File: src/rtl/router_fifo_param.sv
// Packet-aware output-channel FIFO: stores {hdr, data} per entry and counts down the packet being read.
// Latency: 1 cycle write-to-readable; dataout registered, valid the edge after an accepted read.
// Backpressure: writes dropped while full, reads dropped while empty (flags are registered state).
//
// Ports:
//   clk, rst          rising-edge clock, asynchronous active-high reset
//   soft_reset        synchronous flush (channel timeout); beats read/write in the same cycle
//   write_enb/datain  write request with data byte; lfd_state marks the byte as a packet header
//   read_enb          read request; dataout updates one edge later
//   full/empty        occupancy == DEPTH / occupancy == 0
//   fill_level        occupancy 0..DEPTH
//   pkt_active        a packet read is in progress (remaining-byte counter non-zero)
//   err               only when ROUTER_FIFO_ERR_EN is defined: sticky overflow/underflow flag
module router_fifo_param #(
  parameter int DATA_W = 8,
  parameter int DEPTH  = 16,
  // Derived from DEPTH; leave at default.
  parameter int ADDR_W = $clog2(DEPTH)
) (
  input  logic              clk,
  input  logic              rst,
  input  logic              soft_reset,
  input  logic              write_enb,
  input  logic              read_enb,
  input  logic              lfd_state,
  input  logic [DATA_W-1:0] datain,
  output logic [DATA_W-1:0] dataout,
  output logic              full,
  output logic              empty,
  output logic [ADDR_W:0]   fill_level,
  output logic              pkt_active
`ifdef ROUTER_FIFO_ERR_EN
  ,
  output logic              err
`endif
);

  localparam logic [ADDR_W:0]   FULL_LVL = (ADDR_W+1)'(DEPTH);
  localparam logic [ADDR_W:0]   LVL_ONE  = (ADDR_W+1)'(1);
  localparam logic [ADDR_W-1:0] PTR_ONE  = ADDR_W'(1);
  localparam logic [DATA_W-2:0] CNT_ONE  = (DATA_W-1)'(1);

  // Each entry carries the header marker in its MSB above the data byte.
  logic [DATA_W:0]   mem [DEPTH];
  logic [ADDR_W-1:0] wr_ptr;
  logic [ADDR_W-1:0] rd_ptr;
  logic [DATA_W-2:0] pkt_cnt;
  logic [DATA_W:0]   rd_word;
  logic              wr_acc;
  logic              rd_acc;

  assign full       = (fill_level == FULL_LVL);
  assign empty      = (fill_level == '0);
  assign pkt_active = (pkt_cnt != '0);

  // Acceptance uses only registered flags, so a read at empty never sees the
  // same-cycle write (no fall-through) and a write at full is dropped even if
  // a read frees a slot in that cycle.
  assign wr_acc  = write_enb && !full;
  assign rd_acc  = read_enb && !empty;
  assign rd_word = mem[rd_ptr];

  // Storage has no reset; stale contents are unreachable once pointers clear.
  always_ff @(posedge clk) begin
    if (wr_acc && !soft_reset) begin
      mem[wr_ptr] <= {lfd_state, datain};
    end
  end

  always_ff @(posedge clk or posedge rst) begin
    if (rst) begin
      wr_ptr     <= '0;
      rd_ptr     <= '0;
      fill_level <= '0;
      pkt_cnt    <= '0;
      dataout    <= '0;
    end else if (soft_reset) begin
      wr_ptr     <= '0;
      rd_ptr     <= '0;
      fill_level <= '0;
      pkt_cnt    <= '0;
      dataout    <= '0;
    end else begin
      if (wr_acc) begin
        wr_ptr <= wr_ptr + PTR_ONE;
      end

      if (rd_acc) begin
        rd_ptr  <= rd_ptr + PTR_ONE;
        dataout <= rd_word[DATA_W-1:0];
        // Header length field counts payload bytes; +1 covers the trailing parity byte.
        // A header seen mid-packet simply reloads the counter.
        if (rd_word[DATA_W]) begin
          pkt_cnt <= {1'b0, rd_word[DATA_W-1:2]} + CNT_ONE;
        end else if (pkt_cnt != '0) begin
          pkt_cnt <= pkt_cnt - CNT_ONE;
        end
      end else if (pkt_cnt == '0) begin
        // Idle between packets drives zero; mid-packet stalls hold the last byte.
        dataout <= '0;
      end

      if (wr_acc && !rd_acc) begin
        fill_level <= fill_level + LVL_ONE;
      end else if (rd_acc && !wr_acc) begin
        fill_level <= fill_level - LVL_ONE;
      end
    end
  end

`ifdef ROUTER_FIFO_ERR_EN
  // Sticky until a reset or flush; flags requests that were refused.
  always_ff @(posedge clk or posedge rst) begin
    if (rst) begin
      err <= 1'b0;
    end else if (soft_reset) begin
      err <= 1'b0;
    end else if ((write_enb && full) || (read_enb && empty)) begin
      err <= 1'b1;
    end
  end
`endif

endmodule
File: config.mk
export PLATFORM = sky130hd
export DESIGN_NAME = router_fifo_param
export DESIGN_NICKNAME = d
export VERILOG_FILES = /design/src/rtl/router_fifo_param.sv
export SDC_FILE = /design/constraint.sdc
export NUM_CORES = 1
export LEC_CHECK = 0
export ABC_AREA = 0
export ABC_CLOCK_PERIOD_IN_PS = 4080
export BUFFER_PORTS_ARGS = -buffer_cell sky130_fd_sc_hd__buf_2
export CORE_ASPECT_RATIO = 0.7
export CORE_MARGIN = 10
export CORE_UTILIZATION = 35
export CTS_CLUSTER_DIAMETER = 120
export CTS_CLUSTER_SIZE = 30
export DETAILED_ROUTE_END_ITERATION = 10
export PLACE_DENSITY = 0.51
export SYNTH_ARGS = -nofsm -noshare
export SYNTH_HDL_FRONTEND = slang
export SYNTH_SLANG_ARGS = --single-unit
File: constraint.sdc
create_clock -name clk -period 4.08 [get_ports clk]
set_clock_uncertainty 0.15 [all_clocks]
set_input_delay 0.612 -clock clk [delete_from_list [all_inputs] [get_ports clk]]
set_output_delay 0.612 -clock clk [all_outputs]
set_load 0.01 [all_outputs]
Yosys cells after proc, flatten, opt, wreduce, memory -nomap -nowiden

Memories as Yosys holds them, arrays and structs flattened.
Cells that the tools add are included.

Word-level logic and storage cells: 48
Bits in registers: 28
Memories kept: 1
Bits in writable memories: 144
Input bits: 14

Memories:

| memory | words | bits a word | read ports | clocked after Yosys merged registers in | write ports | RTL line | source |
|---|---|---|---|---|---|---|---|
| mem    | 16    | 9           | 1          | 0                                       | 1           | 44       | `logic [DATA_W:0] mem [DEPTH];` |

Reductions and logical operators: 19
Muxes and demuxes: 16
Equality and inequality tests: 1
$add $sub $neg: 6

Operator list:

| kind                  | number |
|---|---|
| $mux W7               | 4 |
| $mux W8               | 3 |
| $mux W4               | 4 |
| $mux W5               | 3 |
| $reduce_bool A3 Y1    | 3 |
| $add A4 B1 Y4 const B | 2 |
| $add A6 B1 Y7 const B | 1 |
| $logic_not A7 Y1      | 1 |
| $reduce_bool A7 Y1    | 1 |
| $sub A7 B1 Y7 const B | 1 |
| $add A5 B1 Y5 const B | 1 |
| $eq A5 B5 Y1 const B  | 1 |
| $logic_and A1 B1 Y1   | 5 |
| $logic_not A1 Y1      | 5 |
| $logic_not A5 Y1      | 1 |
| $sub A5 B1 Y5 const B | 1 |
| $reduce_bool A2 Y1    | 2 |
| $mux W1               | 2 |
| $reduce_and A2 Y1     | 1 |

Longest topological paths before layout

Gate-level depths: netlist (run 1).

Depth after elaboration: 8
Depth in mapped cells: 12

Worst setup path after synthesis (run 1)

No wires, ideal clock.

Path type: register to register
From: register fill_level[0]
To: register fill_level[4]
Cell stages (with the launch flop): 10
Arrival time: 2.636 ns
Setup time: 0.132 ns
Path buffers: 0
Required time: 3.798 ns
Path slack: 1.162 ns
Cells stage by stage: dfrtp_1 or4_1 o21ai_2 nand2_1 fa_1 a21o_1 a21oi_1 mux2i_1 xnor2_1 nor2_1

Word-level cells in the longest chain between the ends: 7
Elaborated cells between the ends (all ways): 16

Ends and longest elaborated chain:

| item                                                  | RTL line | source |
|---|---|---|
| start: declaration                                    | 30       | `output logic [ADDR_W:0] fill_level,` |
| start signal: assignment                              | 104      | `fill_level <= fill_level + LVL_ONE;` |
| start signal: assignment                              | 106      | `fill_level <= fill_level - LVL_ONE;` |
| branches (longest 7 deep; another with $sub A5 B1 Y5) | -        |  |

Parallel ways; which one is timed is not known. The select of a mux whose other input is x is not followed.
A chain may end at the register's enable or synchronous reset.

Final worst setup path (run 1)

From: register pkt_cnt[0]
To: output pkt_active

Word-level cells in the longest chain between the ends: 1

Ends and longest elaborated chain:

| item                     | RTL line | source |
|---|---|---|
| start: declaration       | 47       | `logic [DATA_W-2:0] pkt_cnt;` |
| start signal: assignment | 94       | `pkt_cnt <= {1'b0, rd_word[DATA_W-1:2]} + CNT_ONE;` |
| start signal: assignment | 96       | `pkt_cnt <= pkt_cnt - CNT_ONE;` |
| $reduce_bool A7 Y1       | 54       | `assign pkt_active = (pkt_cnt != '0);` |
| end: declaration         | 31       | `output logic pkt_active` |

No other way between the ends.

==> results of run 1 <==
## flip-flops by register name, indices dropped and copies added (netlist names)
signal / cells
pkt_cnt: 7
fill_level: 5
wr_ptr: 4
mem: 144
dataout: 8
rd_ptr: 4
## metal layers
| metal | GRT usage | routed length (um) | up-vias | part of all wire |
|---|---|---|---|---|
| met5 | 0 | 12 | - | 0.00072 |
| met4 | 0.03034 | 112 | 2 | 0.0067 |
| met3 | 0.02927 | 1231 | 14 | 0.074 |
| met2 | 0.1811 | 7403 | 101 | 0.44 |
| met1 | 0.1955 | 7969 | 2034 | 0.48 |
| li1 | - | - | 1765 | - |
## layout make-up
type,count,area [um2]
clock inverters,14,170.2
flip-flops and latches,172,5026
repair buffers,53,325.3
clock buffers,17,425.4
well taps,270,337.8
fillers,1770,11680
multi-input cells,220,2067
inverters,10,37.54
## critical path, cell delays in order, from the launching register on
cell and delay [ns]:
dfrtp_1 0.43, inv_1 0.07, ha_1 0.18, or3b_1 0.42, nor4_2 0.66, inv_2 0.14
buf_2 0.19
## stage by stage
| step | utilization | instance area, um2 | power [mW] | hold WS (ns) | std cells |
|---|---|---|---|---|---|
| 3_5_place_dp | 0.3884 | 7794 | 3.556 | 0.3275 | 725 |
| 4_1_cts | 0.4180 | 8389 | 5.199 | 0.1273 | 756 |
| 2_1_floorplan | - | 7244 | 3.177 | 0.3644 | 418 |
| 6_report | 0.4180 | 8389 | 5.155 | 0.1167 | 756 |
| 5_1_grt | 0.4180 | 8389 | 5.434 | 0.1437 | 756 |
| 3_3_place_gp | 0.3884 | 7794 | 3.532 | 0.3365 | 725 |
## synth_stat cells, types with 7 or more instances
cell type and number:
a21oi_1 11, a22o_1 8, dfrtp_1 28, edfxtp_1 144, ha_1 11, inv_1 8
mux2i_1 8, mux4_2 35, nand2_1 24, nand3_1 9, nor2_1 36, xnor2_1 7
## power by group through the flow
stage	registers (mW)	logic, mW	clock network, mW
detailed placement	2.20	1.36	0
floorplan	2.14	1.04	0
CTS	2.16	1.36	1.67
global route	2.18	1.49	1.76
global placement	2.19	1.34	0
finish	2.16	1.35	1.65
## worst min path at each step
stage / start / endpoint / slack, ns / depth (start not counted)
finish: rst / dataout[7] / 0.12 / 3
global route: rst / wr_ptr[0] / 0.14 / 3
floorplan: pkt_cnt[6] / pkt_cnt[6] / 0.36 / 2
CTS: rst / pkt_cnt[3] / 0.13 / 3
detailed placement: dataout[4] / dataout[4] / 0.33 / 1
global placement: dataout[5] / dataout[5] / 0.34 / 1
## kinds of logic after synthesis
group,count (synthesis),synth area share
XOR/XNOR,11,0.01330
adder cells (fa/ha/maj),12,0.02176
buffers and inverters,26,0.02107
flip-flops,172,0.6936
AND/OR/NAND/NOR,100,0.06632
AO/OA/AOI/OAI,51,0.05320
multiplexers,46,0.1307
==> flow_summary_export.csv, run 1 <==
group,metric,value,unit
status,status,"finished clean",
power,p_int,3.570,mW
global_route,grt_start_max_net_pins,29,
worst_setup_path,required,3.32,ns
finish,n_antenna_cell,0,
timing,timing.setup.tns,0,ns
power,clkPwrFrac,0.320,
clock_tree,cts_tree,"done",
drt,drt-total-wl,16730,um
clock_tree,cts_sinks,172,
drt,drc_errors,0,
clock_tree,cts_buffer_depth,2,
placed_design,port_buffers,29,
timing,slew_headroom,0.3848,
drt,drt-initial-drc-count,424,
global_route,track_usage,0.1290,
clock_tree,clock_latency,0.42,ns
worst_setup_path,r2r-start,"fill_level[0]",
power,swShare,0.3074,
drt,avgViaCountPerCell,5.180,
global_route,grt_pass1_wl,25620,um
worst_setup_path,worstPathMaxFanout,8,
timing,slew_violations,0,
drt,postRouteAntennaNets,0,
clock_tree,root_buffer,"clkbuf_16",
timing,hold_violations,0,
drt,via_count,3916,
worst_hold_path,hp-class,"input port to asynchronous set/reset pin",
worst_setup_path,r2r_slack,0.88,ns
die,initial_core_util,0.3610,
clock_tree,cts_resized,0,
clock_tree,cts.clk_slew.worst_paths,0.07,ns
logic_synthesis,synth_warnings,0,
logic_synthesis,ys.flop_type,"edfxtp_1",
die,die_x,192.0,um
worst_setup_path,cp-start-kind,"flip-flop",
die,fp.dieArea,0.02694,mm2
power,irDropWorstVdd,239.2,uV
finish,final_cell_mix,"144 x edfxtp_1, 36 x nor2_1, 35 x mux4_2",
logic_synthesis,yosys_register_bits,172,
clock_tree,cts_buffers,17,
global_route,antenna_found_initial,2,
drt,routedWlPerCell,22.13,um
logic_synthesis,synth_fp_nets,444,
finish,final_nets,500,
drt,firstDrtPassIters,5,
logic_synthesis,synth_area,0.007244,mm2
logic_synthesis,syn_area_per_cell,17.33,um2
power,power_density,614.4,mW/mm2
worst_setup_path,arrival,2.52,ns
die,core-area,0.02007,mm2
logic_synthesis,synth_top_area_frac,0.5969,
logic_synthesis,synth.distinct_cells,58,
worst_setup_path,startpoint,"pkt_cnt[0]",
clock_tree,cts_setup_buffers,0,
logic_synthesis,async_flop_share,0.1628,
clock_tree,cts.htree.levels,4,
timing,rsz0062_at_grt,"no",
worst_setup_path,cp-endpoint,"pkt_active",
worst_setup_path,worst_setup_path_end_kind,"output pin",
placed_design,pre_cts_ws,0.8624,ns
clock_tree,hold_buffers,0,
timing,setup_violations,0,
worst_setup_path,reg2reg_to,"fill_level[4]",
power,power_frac_comb,0.261,
job,timing.max_cap.violations,0,
worst_setup_path,r2r_cells,9,
worst_setup_path,worstSetupPathType,"flip-flop to output pin",
power,pwr-share-seq,0.419,
logic_synthesis,synth_top_area_cell,"edfxtp_1",
finish,syn_to_final_growth,15.80,%
logic_synthesis,synth.area.top_cells,"edfxtp_1 60%, mux4_2 11%, dfrtp_1 9.7%",
finish,drive_above_1_share,0.2613,
global_route,overflow,0,
placed_design,place_congestion,0.8077,
logic_synthesis,syn_inst,418,
timing,fmax,304.4,MHz
power,leakage,2.914,nW
power,p_sw,1.584,mW
logic_synthesis,ys_seq_area_frac,0.6936,
global_route,first_global_vias,3938,
timing,period_minus_slack,3.285,ns
finish,mostFrequentLayoutCell,"edfxtp_1",
placed_design,hpwl,11190,um
timing,finalCritPeriodShare,0.8052,
logic_synthesis,synth-edff-count,144,
timing,setup_slack,0.7950,ns
die,rows,43,
die,dieHeight,140.4,um
timing,worst_pin_slew,0.9228,ns
die,io_pins,30,
(Power assumes the default switching activity.)
==> run 2, diff against run 1 <==
ABC_AREA = 1   (was 0)
ABC_CLOCK_PERIOD_IN_PS = 2650   (was 4080)
PLACE_DENSITY = 0.53   (was 0.51)
clock period = 2.65 ns   (was 4.08 ns; I/O delays follow)
==> run 2 against run 1 <==
Effect of this change: total power rose by 56%; combinational power rose by 54%; count of clock-buffer cells in the layout rose by 1; largest cell class unchanged.
==> flow_summary_export.csv, run 2 <==
group,metric,value,unit
worst_hold_path,hp-class,"input port to flip-flop",
die,die_x,196.9,um
die,initial_core_util,0.3545,
drt,drc_errors,0,
logic_synthesis,yosys.area_share.simple,0.1863,
worst_setup_path,r2r-start,"fill_level[1]",
drt,routedWlPerCell,17.25,um
logic_synthesis,synth_compound_area_frac,0.06562,
logic_synthesis,synth_top_family_by_area,"simple AND/OR/NAND/NOR gates",
finish,reg.largest.list,"mem (144), dataout (8), pkt_cnt (7)",
finish,n_antenna_cell,0,
clock_tree,cts_setup_buffers,0,
logic_synthesis,synth_xor_area_frac,0.006856,
drt,via_count,5087,
global_route,grt_pass1_wl,28730,um
placed_design,dpl_cell_area,0.008135,mm2
timing,setup_violations,0,
logic_synthesis,synth_area,0.007665,mm2
timing,fin_hold_ws,0.1354,ns
clock_tree,cts.clk_slew.worst_paths,0.07,ns
finish,final_nets,788,
worst_setup_path,startpoint,"fill_level[1]",
global_route,track_usage,0.1334,
finish,mostFrequentLayoutCell,"nand2_1",
finish,syn_to_final_growth,14.82,%
drt,drt-initial-drc-count,449,
drt,firstDrtPassIters,5,
worst_setup_path,cp-start-kind,"flip-flop",
worst_setup_path,worstSetupPathType,"flip-flop to flip-flop",
die,rows,45,
clock_tree,root_buffer,"clkbuf_16",
worst_setup_path,worst_setup_path_end_kind,"flip-flop",
die,fp.dieArea,0.02831,mm2
worst_setup_path,max_stage_delay,0.47,ns
worst_hold_path,holdCritStartpoint,"read_enb",
logic_synthesis,synth_top_area_cell,"edfxtp_1",
logic_synthesis,yosys_register_bits,172,
clock_tree,cts.htree.levels,4,
global_route,first_global_vias,4879,
placed_design,dp_cells,1024,
clock_tree,clock_latency,0.43,ns
logic_synthesis,synth.distinct_cells,33,
finish,final_cell_mix,"161 x nand2_1, 144 x edfxtp_1, 82 x nor2_1",
logic_synthesis,ys_seq_area_frac,0.6556,
worst_setup_path,arrival,2.68,ns
power,total_power,8.042,mW
logic_synthesis,synth-edff-count,144,
worst_setup_path,required,2.82,ns
finish,drive_above_1_share,0.1329,
logic_synthesis,synth_top_area_frac,0.5642,
logic_synthesis,synth_fp_nets,748,
die,io_pins,30,
logic_synthesis,synth_warnings,0,
timing,hold_violations,0,
logic_synthesis,synth_fa_ha_area_frac,0.02057,
power,irDropWorstVdd,530.7,uV
worst_setup_path,crit_chain,"nor4_4 -> nand2_1 -> nand2_2 -> inv_2 -> nand2_2 -> ha_1 -> a21oi_1 -> nand2_1 -> xor2_1 -> xor2_1 -> nand3_1 -> o21ai_0",
timing,fmax,398.4,MHz
die,dieHeight,143.8,um
global_route,antenna_found_initial,0,
finish,regMostFlops,"mem",
placed_design,port_buffers,29,
die,core-area,0.02162,mm2
finish,nFillCells,2132,
power,power_density,913.7,mW/mm2
timing,period_minus_slack,2.510,ns
power,leakage,3.480,nW
timing,finalCritPeriodShare,0.9472,
logic_synthesis,async_flop_share,0.1628,
worst_setup_path,slowest_stage,"dfrtp_1",
logic_synthesis,synthMuxAreaShare,0,
timing,slew_violations,0,
drt,drt-total-wl,18230,um
placed_design,hpwl,11920,um
clock_tree,cts_sinks,172,
timing,worst_pin_slew,1.109,ns
logic_synthesis,synth_common_cells,"161 x nand2_1, 144 x edfxtp_1, 82 x nor2_1",
drt,avgViaCountPerCell,4.813,
global_route,overflow,0,
clock_tree,cts_tree,"done",
job,timing.max_cap.violations,0,
clock_tree,cts_buffers,17,
status,status,"finished clean",
logic_synthesis,ys.flop_type,"edfxtp_1",
timing,slew_headroom,0.2582,
logic_synthesis,synth.area.top_cells,"edfxtp_1 56%, dfrtp_1 9.1%, nand2_1 7.9%",
finish,utilization,0.4071,
finish,fin_cells,1057,
logic_synthesis,synth_most_common_cell,"nand2_1",
logic_synthesis,syn_area_per_cell,10.62,um2
worst_setup_path,worstPathMaxFanout,7,
clock_tree,cts_buffer_depth,2,
drt,postRouteAntennaNets,0,
global_route,grt_start_max_net_pins,62,
placed_design,place_congestion,0.7720,
finish,postLayoutCellArea,0.008801,mm2
finish,largest_register_ffs,144,
logic_synthesis,syn_inst,722,
==> run 2: cell count changes after synthesis, sizes merged, moves of 15 or more <==
cell / delta
buf: +15
inv: +61
mux4: -38
nand2: +144
nand3: +70
nor2: +48
o21ai: +53
==> run 2: per-stage QoR <==
stage / setup WS [ns] / TNS [ns]
finish: 0.1399 / 0
global route: -0.03282 / -0.03282
CTS: 0.1248 / 0
detailed placement: 0.1191 / 0
global placement: 0.1259 / 0
floorplan: 0.2126 / 0
==> run 2: cells by family (layout without fill, tap and decap cells) <==
kind of cell,count (synthesis),after routing
flip-flops,172,172
adder cells (fa/ha/maj),12,12
AND/OR/NAND/NOR,340,340
AO/OA/AOI/OAI,90,90
buffers and inverters,102,155
XOR/XNOR,6,6
==> run 2: final timing paths <==
check | slack, ns | cells past startpoint | end
worst max-delay path | 0.14 | 12 | fill_level[4]
worst min-delay path | 0.14 | 3 | rd_ptr[2]
worst max register to register | 0.14 | 12 | fill_level[4]
worst min register to register | 0.35 | 2 | pkt_cnt[0]
max in group asynchronous | 1.26 | 4 | dataout[4]
min in group asynchronous | 0.46 | 3 | fill_level[4]
==> run 2: timing repair <==
item,4_1_cts,5_1_grt
hold buffers,1,0
resized for setup,0,1
setup endpoints to repair,0,1
endpoints found under the hold margin,16,0
==> run 2: worst max-delay path: cells and delay by family (launching register included) <==
kind            cells  cell delay (ns)
compound gates      2             0.23
xor+xnor            2             0.31
fa+ha+maj           1             0.29
buf+inv             1             0.09
flops               1             0.47
simple gates        6             0.87
==> run 2: layer usage <==
layer  track usage  vias to the layer above  part of all wire  routed length (um)
met2        0.1905                      101              0.42                7670
met1        0.1965                     2454              0.53                9627
li1              -                     2524                 -                   -
met3       0.03294                        8             0.045                 822
met4       0.03227                        0            0.0063                 114
met5             0                        -                 0                   0
==> run 2: power breakdown <==
group          total [mW]  internal, mW  switching, mW
clock                2.74          1.68           1.07
sequential           3.22          3.09          0.133
combinational        2.08         0.723           1.35
total                8.04          5.49           2.55
==> run 2: final cells by class <==
type	count	area (um2)	share of cell area
repair buffers	51	350.3	0.03981
clock inverters	14	217.7	0.02474
well taps	282	352.8	0.04009
clock buffers	18	429.2	0.04876
inverters	72	275.3	0.03128
multi-input cells	448	2150	0.2442
flip-flops and latches	172	5026	0.5711
